<file path="config.mk">
export PLATFORM = sky130hd
export DESIGN_NAME = permutation_sequencer_flat
export DESIGN_NICKNAME = d
export VERILOG_FILES = /design/src/rtl/permutation_sequencer_if.sv /design/src/rtl/permutation_sequencer.sv /design/src/flat_wrapper.sv
export SDC_FILE = /design/constraint.sdc
export NUM_CORES = 2
export LEC_CHECK = 0
export BUFFER_PORTS_ARGS = -buffer_cell sky130_fd_sc_hd__buf_2
export CAP_MARGIN = 20
export CORE_MARGIN = 10
export CORE_UTILIZATION = 50
export CTS_BUF_LIST = sky130_fd_sc_hd__clkbuf_16
export CTS_CLUSTER_SIZE = 14
export DETAILED_ROUTE_END_ITERATION = 7
export MAX_ROUTING_LAYER = met4
export PLACE_DENSITY_LB_ADDON = 0.3
export SLEW_MARGIN = 30
export SYNTH_ARGS = -nofsm -noshare
export SYNTH_HDL_FRONTEND = slang
export SYNTH_SLANG_ARGS = --single-unit
</file>
<file path="constraint.sdc">
create_clock -name clock_i -period 4 [get_ports clock_i]
set_clock_uncertainty 0.15 [all_clocks]
set_input_delay 1.2 -clock clock_i [delete_from_list [all_inputs] [get_ports clock_i]]
set_output_delay 1.2 -clock clock_i [all_outputs]
set_load 0.01 [all_outputs]
</file>
<file path="src/rtl/permutation_sequencer_if.sv">
// Shared 320-bit permutation state type and the request/status bundle
// between a permutation client (master) and the sequencer (slave).
package perm_pkg;
  typedef logic [0:4][63:0] type_state;
endpackage

interface permutation_sequencer_if;
  logic                start_i;
  logic                mode_i;
  perm_pkg::type_state state_i;
  perm_pkg::type_state state_o;
  logic                busy_o;
  logic                done_o;
  logic [3:0]          round_o;

  modport master (output start_i, mode_i, state_i,
                  input  state_o, busy_o, done_o, round_o);
  modport slave  (input  start_i, mode_i, state_i,
                  output state_o, busy_o, done_o, round_o);
endinterface

</file>
<file path="src/rtl/permutation_sequencer.sv">
// Iterative Ascon permutation: one round per clock, p12 (or p6 when
// PERM_P6_MODE_EN is defined and mode_i=1), then a one-cycle done pulse.
module permutation_sequencer (
  input  logic                    clock_i,
  input  logic                    reset_i,
  permutation_sequencer_if.slave  bus
);
  import perm_pkg::*;

  typedef enum logic [1:0] {IDLE = 2'd0, RUN = 2'd1, DONE = 2'd2} fsm_e;

  fsm_e       fsm_q, fsm_d;
  type_state  state_q, state_d;
  logic [3:0] round_q, round_d;
  logic       busy_q, busy_d;
  logic       done_q, done_d;
  logic [3:0] start_round_s;

  function automatic logic [7:0] round_const(input logic [3:0] idx);
    case (idx)
      4'd0:    return 8'hF0;
      4'd1:    return 8'hE1;
      4'd2:    return 8'hD2;
      4'd3:    return 8'hC3;
      4'd4:    return 8'hB4;
      4'd5:    return 8'hA5;
      4'd6:    return 8'h96;
      4'd7:    return 8'h87;
      4'd8:    return 8'h78;
      4'd9:    return 8'h69;
      4'd10:   return 8'h5A;
      4'd11:   return 8'h4B;
      default: return 8'h00;
    endcase
  endfunction

  function automatic type_state const_add(input type_state s, input logic [3:0] idx);
    type_state r;
    r = s;
    r[2][7:0] = s[2][7:0] ^ round_const(idx);
    return r;
  endfunction

  // Bitsliced 5-bit S-box applied across all 64 columns at once
  function automatic type_state sub_layer(input type_state s);
    logic [63:0] x0, x1, x2, x3, x4, t0, t1, t2, t3, t4;
    x0 = s[0] ^ s[4];
    x1 = s[1];
    x2 = s[2] ^ s[1];
    x3 = s[3];
    x4 = s[4] ^ s[3];
    t0 = ~x0 & x1;
    t1 = ~x1 & x2;
    t2 = ~x2 & x3;
    t3 = ~x3 & x4;
    t4 = ~x4 & x0;
    x0 = x0 ^ t1;
    x1 = x1 ^ t2;
    x2 = x2 ^ t3;
    x3 = x3 ^ t4;
    x4 = x4 ^ t0;
    x1 = x1 ^ x0;
    x0 = x0 ^ x4;
    x3 = x3 ^ x2;
    x2 = ~x2;
    return {x0, x1, x2, x3, x4};
  endfunction

  function automatic logic [63:0] ror64(input logic [63:0] x, input logic [5:0] r);
    return (x >> r) | (x << (7'd64 - {1'b0, r}));
  endfunction

  function automatic type_state diff_layer(input type_state s);
    type_state r;
    r[0] = s[0] ^ ror64(s[0], 6'd19) ^ ror64(s[0], 6'd28);
    r[1] = s[1] ^ ror64(s[1], 6'd61) ^ ror64(s[1], 6'd39);
    r[2] = s[2] ^ ror64(s[2], 6'd1)  ^ ror64(s[2], 6'd6);
    r[3] = s[3] ^ ror64(s[3], 6'd10) ^ ror64(s[3], 6'd17);
    r[4] = s[4] ^ ror64(s[4], 6'd7)  ^ ror64(s[4], 6'd41);
    return r;
  endfunction

`ifdef PERM_P6_MODE_EN
  assign start_round_s = bus.mode_i ? 4'd6 : 4'd0;
`else
  logic mode_unused_s;
  assign mode_unused_s = bus.mode_i;
  assign start_round_s = 4'd0;
`endif

  // Next-state: accept requests only from IDLE/DONE, one round per RUN cycle
  always_comb begin
    fsm_d   = fsm_q;
    state_d = state_q;
    round_d = round_q;
    case (fsm_q)
      IDLE, DONE: begin
        if (bus.start_i) begin
          fsm_d   = RUN;
          state_d = bus.state_i;
          round_d = start_round_s;
        end else begin
          fsm_d = IDLE;
        end
      end
      RUN: begin
        state_d = diff_layer(sub_layer(const_add(state_q, round_q)));
        if (round_q == 4'd11) begin
          fsm_d = DONE;
        end else begin
          round_d = round_q + 4'd1;
        end
      end
      default: begin
        fsm_d = IDLE;
      end
    endcase
    busy_d = (fsm_d == RUN);
    done_d = (fsm_d == DONE);
  end

  // State, round index and status flags; reset wins over everything
  always_ff @(posedge clock_i) begin
    if (reset_i) begin
      fsm_q   <= IDLE;
      state_q <= '0;
      round_q <= 4'd0;
      busy_q  <= 1'b0;
      done_q  <= 1'b0;
    end else begin
      fsm_q   <= fsm_d;
      state_q <= state_d;
      round_q <= round_d;
      busy_q  <= busy_d;
      done_q  <= done_d;
    end
  end

  assign bus.state_o = state_q;
  assign bus.round_o = round_q;
  assign bus.busy_o  = busy_q;
  assign bus.done_o  = done_q;
endmodule

</file>
<file path="src/flat_wrapper.sv">
// flat-port wrapper written by rule: the top's interface ports become plain ports
module permutation_sequencer_flat import perm_pkg::*;
  (clock_i, reset_i, bus_start_i, bus_mode_i, bus_state_i, bus_state_o, bus_busy_o, bus_done_o, bus_round_o);
  permutation_sequencer_if bus_i ();
  input  logic clock_i;
  input  logic reset_i;
  input wire logic [$bits(bus_i.start_i)-1:0] bus_start_i;
  input wire logic [$bits(bus_i.mode_i)-1:0] bus_mode_i;
  input wire logic [$bits(bus_i.state_i)-1:0] bus_state_i;
  output wire logic [$bits(bus_i.state_o)-1:0] bus_state_o;
  output wire logic [$bits(bus_i.busy_o)-1:0] bus_busy_o;
  output wire logic [$bits(bus_i.done_o)-1:0] bus_done_o;
  output wire logic [$bits(bus_i.round_o)-1:0] bus_round_o;
  assign bus_i.start_i = bus_start_i;
  assign bus_i.mode_i = bus_mode_i;
  assign bus_i.state_i = bus_state_i;
  assign bus_state_o = bus_i.state_o;
  assign bus_busy_o = bus_i.busy_o;
  assign bus_done_o = bus_i.done_o;
  assign bus_round_o = bus_i.round_o;
  permutation_sequencer u_core (.clock_i(clock_i), .reset_i(reset_i), .bus(bus_i));
endmodule
</file>
* Word-level counts from Yosys, hierarchy flattened
Memory sizes are Yosys's and may differ from the RTL's. A register that Yosys moved wholly into a read port is not among the register bits.
Cells that the tools add are included.
** Storage, ports and cells
- Output and inout bits :: 326
- Bits in read-only memories :: 128
- Register bits :: 328
- Input bits :: 324
- Memories :: 1
- Logic and storage cells :: 77
** Memories
- (no name shown) :: words 16, bits a word 8, rd ports 1, clocked after memory_dff 1, wr ports 0, RTL line permutation_sequencer.sv:20 : case (idx)
** Operators by class
- Equality and inequality tests :: 7
- Add/sub/neg operators :: 1
- Multiplexer cells :: 11
- Reduce and logical (&&, ||, !) cells :: 5
- Bitwise operators :: 43
** Operators by type and width (number)
- bitwise XOR 64 bit :: 21
- one-hot mux 320 bit (2 select lines) :: 1
- inverter 64 bit :: 6
- bitwise AND 64 bit :: 5
- two-way mux 320 bit :: 1
- OR 23 x 64 -> 64 bit :: 1
- OR 25 x 64 -> 64 bit :: 1
- OR 3 x 64 -> 64 bit :: 1
- OR 36 x 64 -> 64 bit :: 1
- OR 45 x 64 -> 64 bit :: 1
- OR 47 x 64 -> 64 bit :: 1
- OR 54 x 64 -> 64 bit :: 1
- OR 57 x 64 -> 64 bit :: 1
- OR 58 x 64 -> 64 bit :: 1
- OR 63 x 64 -> 64 bit :: 1
- two-way mux 4 bit :: 4
- two-way mux 8 bit :: 1
- one-hot mux 4 bit (2 select lines) :: 1
- bitwise XOR 8 bit :: 1
- adder 4 x 1 -> 4 bit, second input constant :: 1
- == test 2 x 1 -> 1 bit, second input constant :: 2
- == test 2 bit, second input constant :: 2
- == test 4 bit, second input constant :: 1
- != test 2 bit, second input constant :: 2
- other kinds (8) :: 8

* Depth between registers and ports, before layout
- Word-level depth :: 12
- Depth in mapped cells :: 8
- Mapped depth without buffers :: 8

* Worst setup path before layout
Ideal clock, no wire load.
- Path type :: input to register
- Start :: in bus_start_i
- End :: reg u_core.state_q (netlist bit u_core.bus.state_o[256])
- Path buffers :: 3
- Stages :: 7
- Data arrival time :: 2.479 ns
- Library setup time :: 0.070 ns
- Slack :: 1.301 ns
- Data required time :: 3.780 ns
- Cell sequence :: nor2b_1 clkbuf_1 clkbuf_1 clkbuf_1 nand2_1 a31o_2 a21oi_1
** Between the ends
- Cells in the longest elaborated chain, start to end :: 2
** RTL lines
- start: declaration :: RTL line flat_wrapper.sv:7 : input wire logic [$bits(bus_i.start_i)-1:0] bus_start_i;
- != test 2 bit (no line)
- AND reduction 2 bit (no line)
- end signal: assignment :: RTL line permutation_sequencer.sv:132 : state_q <= state_d;
- end: declaration :: RTL line permutation_sequencer.sv:13 : type_state state_q, state_d;
Every way passes these cells.
A chain may end at the register's enable or synchronous reset.

* Worst setup path after layout
- Start :: reg u_core.state_q (netlist bit u_core.bus.state_o[221])
- End :: reg u_core.state_q (netlist bit u_core.bus.state_o[83])
** Between the ends
- Cells in the longest elaborated chain, start to end :: 7
** RTL lines
- bitwise XOR 64 bit :: RTL line permutation_sequencer.sv:49 : x2 = s[2] ^ s[1];
- bitwise XOR 64 bit :: RTL line permutation_sequencer.sv:59 : x2 = x2 ^ t3;
- bitwise XOR 64 bit :: RTL line permutation_sequencer.sv:64 : x3 = x3 ^ x2;
- OR 54 x 64 -> 64 bit :: RTL line permutation_sequencer.sv:70 : return (x >> r) | (x << (7'd64 - {1'b0, r}));
- bitwise XOR 64 bit (2 in a row) :: RTL line permutation_sequencer.sv:78 : r[3] = s[3] ^ ror64(s[3], 6'd10) ^ ror64(s[3], 6'd17);
- one-hot mux 320 bit (2 select lines) :: RTL line permutation_sequencer.sv:96 : case (fsm_q)
Every way passes these cells.

==> impl_metrics.env <==
export IMPL_status="finished, violations left"
export IMPL_failed_checks="design-rule violations"
export IMPL_nFillCells=5269
export IMPL_syn_area_mm2=0.0283
export IMPL_ys_top_cells_by_area="xnor2_1 (25%), dfxtp_1 (24%), xor2_1 (9.4%), ha_1 (5.7%), nand2_1 (5.6%)"
export IMPL_finalNonFillerCells=4958
export IMPL_wl_per_cell_um=30.1
export IMPL_placed_area_mm2=0.0332
export IMPL_route_detailed_drc=9
export IMPL_insertion_delay_ns=0.60
export IMPL_synth_warnings=0
export IMPL_clock_sinks=336
export IMPL_fin_nets=4617
export IMPL_portBuffers=648
export IMPL_end_kind="flip-flop"
export IMPL_die_h_um=258
export IMPL_post_route_period_util_pct=78.1
export IMPL_dieArea_mm2=0.0664
export IMPL_setup_viol=0
export IMPL_dp_cells=4875
export IMPL_hold_viol=0
export IMPL_vias=29400
export IMPL_cp_slowest_stage_delay_ns=0.95
export IMPL_rsz0062_at_grt="false"
export IMPL_path_cells="inv_1 > ha_1 > xnor2_1 > xnor2_1 > xnor2_1 > xnor2_1 > a211oi_1"
export IMPL_final_layout_size_suffix_gt1_share_pct=24.2
export IMPL_area_sequential_mm2=0.00673
export IMPL_ys_flop_type="dfxtp_1"
export IMPL_grt_max_degree=178
export IMPL_fin_crit_ns=3.12
export IMPL_synth_edf_count=0
export IMPL_gp_congestion=1.06
export IMPL_fin_area_mm2=0.0346
export IMPL_grt_pass1_vias=27600
export IMPL_postCtsSetupBuffers=0
export IMPL_syn2layout_area_growth_pct=22.6
export IMPL_drtIter0Drc=3763
export IMPL_grtUsageTotal_pct=44.1
export IMPL_synth_commonest_cells="xnor2_1 (794), nand2_1 (422), nor2_1 (373)"
export IMPL_syn_area_per_cell_um2=8.11
export IMPL_grt_pass1_wl_mm=206
export IMPL_seq_area_frac_synth_pct=23.8
export IMPL_yosysTopAreaCell="xnor2_1"
export IMPL_cts_resized=0
export IMPL_viasPerCell=5.92
export IMPL_core_mm2=0.0562
export IMPL_crit_path_start_kind="flip-flop"
export IMPL_clock_fmax_mhz=320
export IMPL_clockBufferDepth=3
export IMPL_cts_buffers=43
export IMPL_multi_input_area_mm2=0.0205
export IMPL_postSynth_asyncResetShare_pct=0
export IMPL_htree_levels=2
export IMPL_die_w_um=258
export IMPL_critPathSlowestCell="xnor2_1"
export IMPL_start_util_pct=50.3
export IMPL_cp_data_arrival_time_ns=3.48
export IMPL_rows=87
export IMPL_synth_top_area_share_pct=24.6
export IMPL_routed_wl_mm=149
export IMPL_critPathMostFrequentCell="xnor2_1"
export IMPL_critPathRequiredTime_ns=4.35
export IMPL_drt_pass1_iter_count=8
export IMPL_synthesis_nets=3940
export IMPL_overflow=0
export IMPL_antenna_found_initial=5
export IMPL_max_slew_worst_pin_slew_ns=1.17
export IMPL_ioPinCount=650
export IMPL_ys_ff_latch=336
export IMPL_hpwl_mm=123
export IMPL_path_max_fanout=5
export IMPL_synthCells=3487
export IMPL_slew_headroom_pct=21.6
export IMPL_drtAntennaViolNets=0
export IMPL_synth_most_common_cell="xnor2_1"
export IMPL_tns_ns=0
export IMPL_hp_class="reg2reg"
export IMPL_yosysUniqueCellTypes=39
export IMPL_critical_path_class="reg2reg"
export IMPL_cts_tree="yes"
export IMPL_slew_viol_final=0
export IMPL_cts_root_buf="clkbuf_16"
export IMPL_cts_hold_buf=0
export IMPL_path_clk_slew_ns=0.06
export IMPL_cap_violations=0
-- through the flow --
stage	setup slack, ns	hold slack (ns)	util [%]
after global placement	0.831	0.352	59.0
final	0.878	0.369	61.7
after detailed placement	0.821	0.355	59.1
after CTS	1.01	0.361	61.6
after global routing	0.894	0.387	61.7
after floorplan	1.30	0.375	-
-- critical path: cells and delay by family, from the launching register on --
| family | cells | cell delay (ns) |
|---|---|---|
| buf+inv | 1 | 0.11 |
| compound gates | 1 | 0.26 |
| flops | 1 | 0.53 |
| fa+ha+maj | 1 | 0.30 |
| xor+xnor | 4 | 1.66 |
-- sequential cells by signal (all words and copies together), names as in the netlist, named ones only --
name / flops
u_core.fsm_q: 2
u_core.bus.state_o: 320
u_core.bus.done_o: 1
u_core.bus.round_o: 4
u_core.bus.busy_o: 1
-- kinds of logic (layout without fill, tap and decap cells) --
group | count (synthesis) | count (layout) | share of synthesized area (%)
xor+xnor | 1128 | 1128 | 35.9
simple gates | 854 | 854 | 11.9
compound gates | 678 | 678 | 16.9
flops | 336 | 336 | 23.8
buf+inv | 318 | 1028 | 4.24
fa+ha+maj | 144 | 144 | 6.24
mux | 29 | 29 | 1.03
other cells | 0 | 5 | 0
-- area by class of cell --
cell class / instances / share of cell area [%]
multi-input combinational: 2833 / 59.1
sequential: 336 / 19.4
timing repair buffer: 805 / 13.2
clock buffer: 45 / 3.25
tap: 756 / 2.73
inverter: 145 / 1.57
clock inverter: 33 / 0.784
antenna: 5 / 0.0361
-- final timing paths --
| kind | startpoint | end | slack, ns | depth (start not counted) |
|---|---|---|---|---|
| hold reg to reg | u_core.bus.state_o[129] | u_core.bus.state_o[129] | 0.37 | 2 |
| setup / recovery | u_core.bus.state_o[221] | u_core.bus.state_o[83] | 0.88 | 7 |
| hold / removal | u_core.bus.state_o[129] | u_core.bus.state_o[129] | 0.37 | 2 |
| setup reg to reg | u_core.bus.state_o[221] | u_core.bus.state_o[83] | 0.88 | 7 |
-- routing by layer --
layer	track usage (%)	wire (µm)	up-vias	share of wire, %
li1	-	-	13100	-
met1	53.9	57400	14100	38
met2	67.8	66400	1927	44
met3	9.61	16800	336	11
met4	22.3	8850	0	5.9
met5	-	0	-	0
-- cell usage in the layout (no fill, tap or decap), types with 5 or more instances in the layout --
| master | synthesis | final |
|---|---|---|
| xnor2_1 | 794 | 785 |
| buf_2 | 3 | 647 |
| nand2_1 | 422 | 422 |
| nor2_1 | 373 | 372 |
| dfxtp_1 | 336 | 336 |
| xor2_1 | 303 | 302 |
| a211oi_1 | 178 | 178 |
| a21oi_1 | 161 | 161 |
| inv_1 | 145 | 154 |
| buf_4 | 0 | 147 |
| ha_1 | 129 | 129 |
| a31o_2 | 100 | 100 |
| o21ai_0 | 65 | 65 |
| a311oi_1 | 61 | 61 |
| a22oi_1 | 55 | 55 |
| clkbuf_16 | 0 | 45 |
| mux2i_1 | 29 | 29 |
| xnor2_2 | 19 | 28 |
| o22ai_1 | 26 | 26 |
| maj3_1 | 15 | 15 |
| nor3_1 | 13 | 13 |
| nand3b_1 | 11 | 11 |
| clkinv_1 | 0 | 11 |
| or3_1 | 10 | 10 |
| o211ai_1 | 10 | 10 |
| a2111oi_2 | 10 | 10 |
| buf_12 | 0 | 10 |
| nor2b_1 | 10 | 8 |
| and3_1 | 8 | 8 |
| xor2_2 | 6 | 7 |
| xnor3_1 | 6 | 6 |
| clkinv_2 | 0 | 6 |
| diode_2 | 0 | 5 |
| bufinv_16 | 0 | 5 |
Power is left out: the tool's default activity adds up to more than one toggle a clock period on the data nets, which glitch-free logic cannot reach.
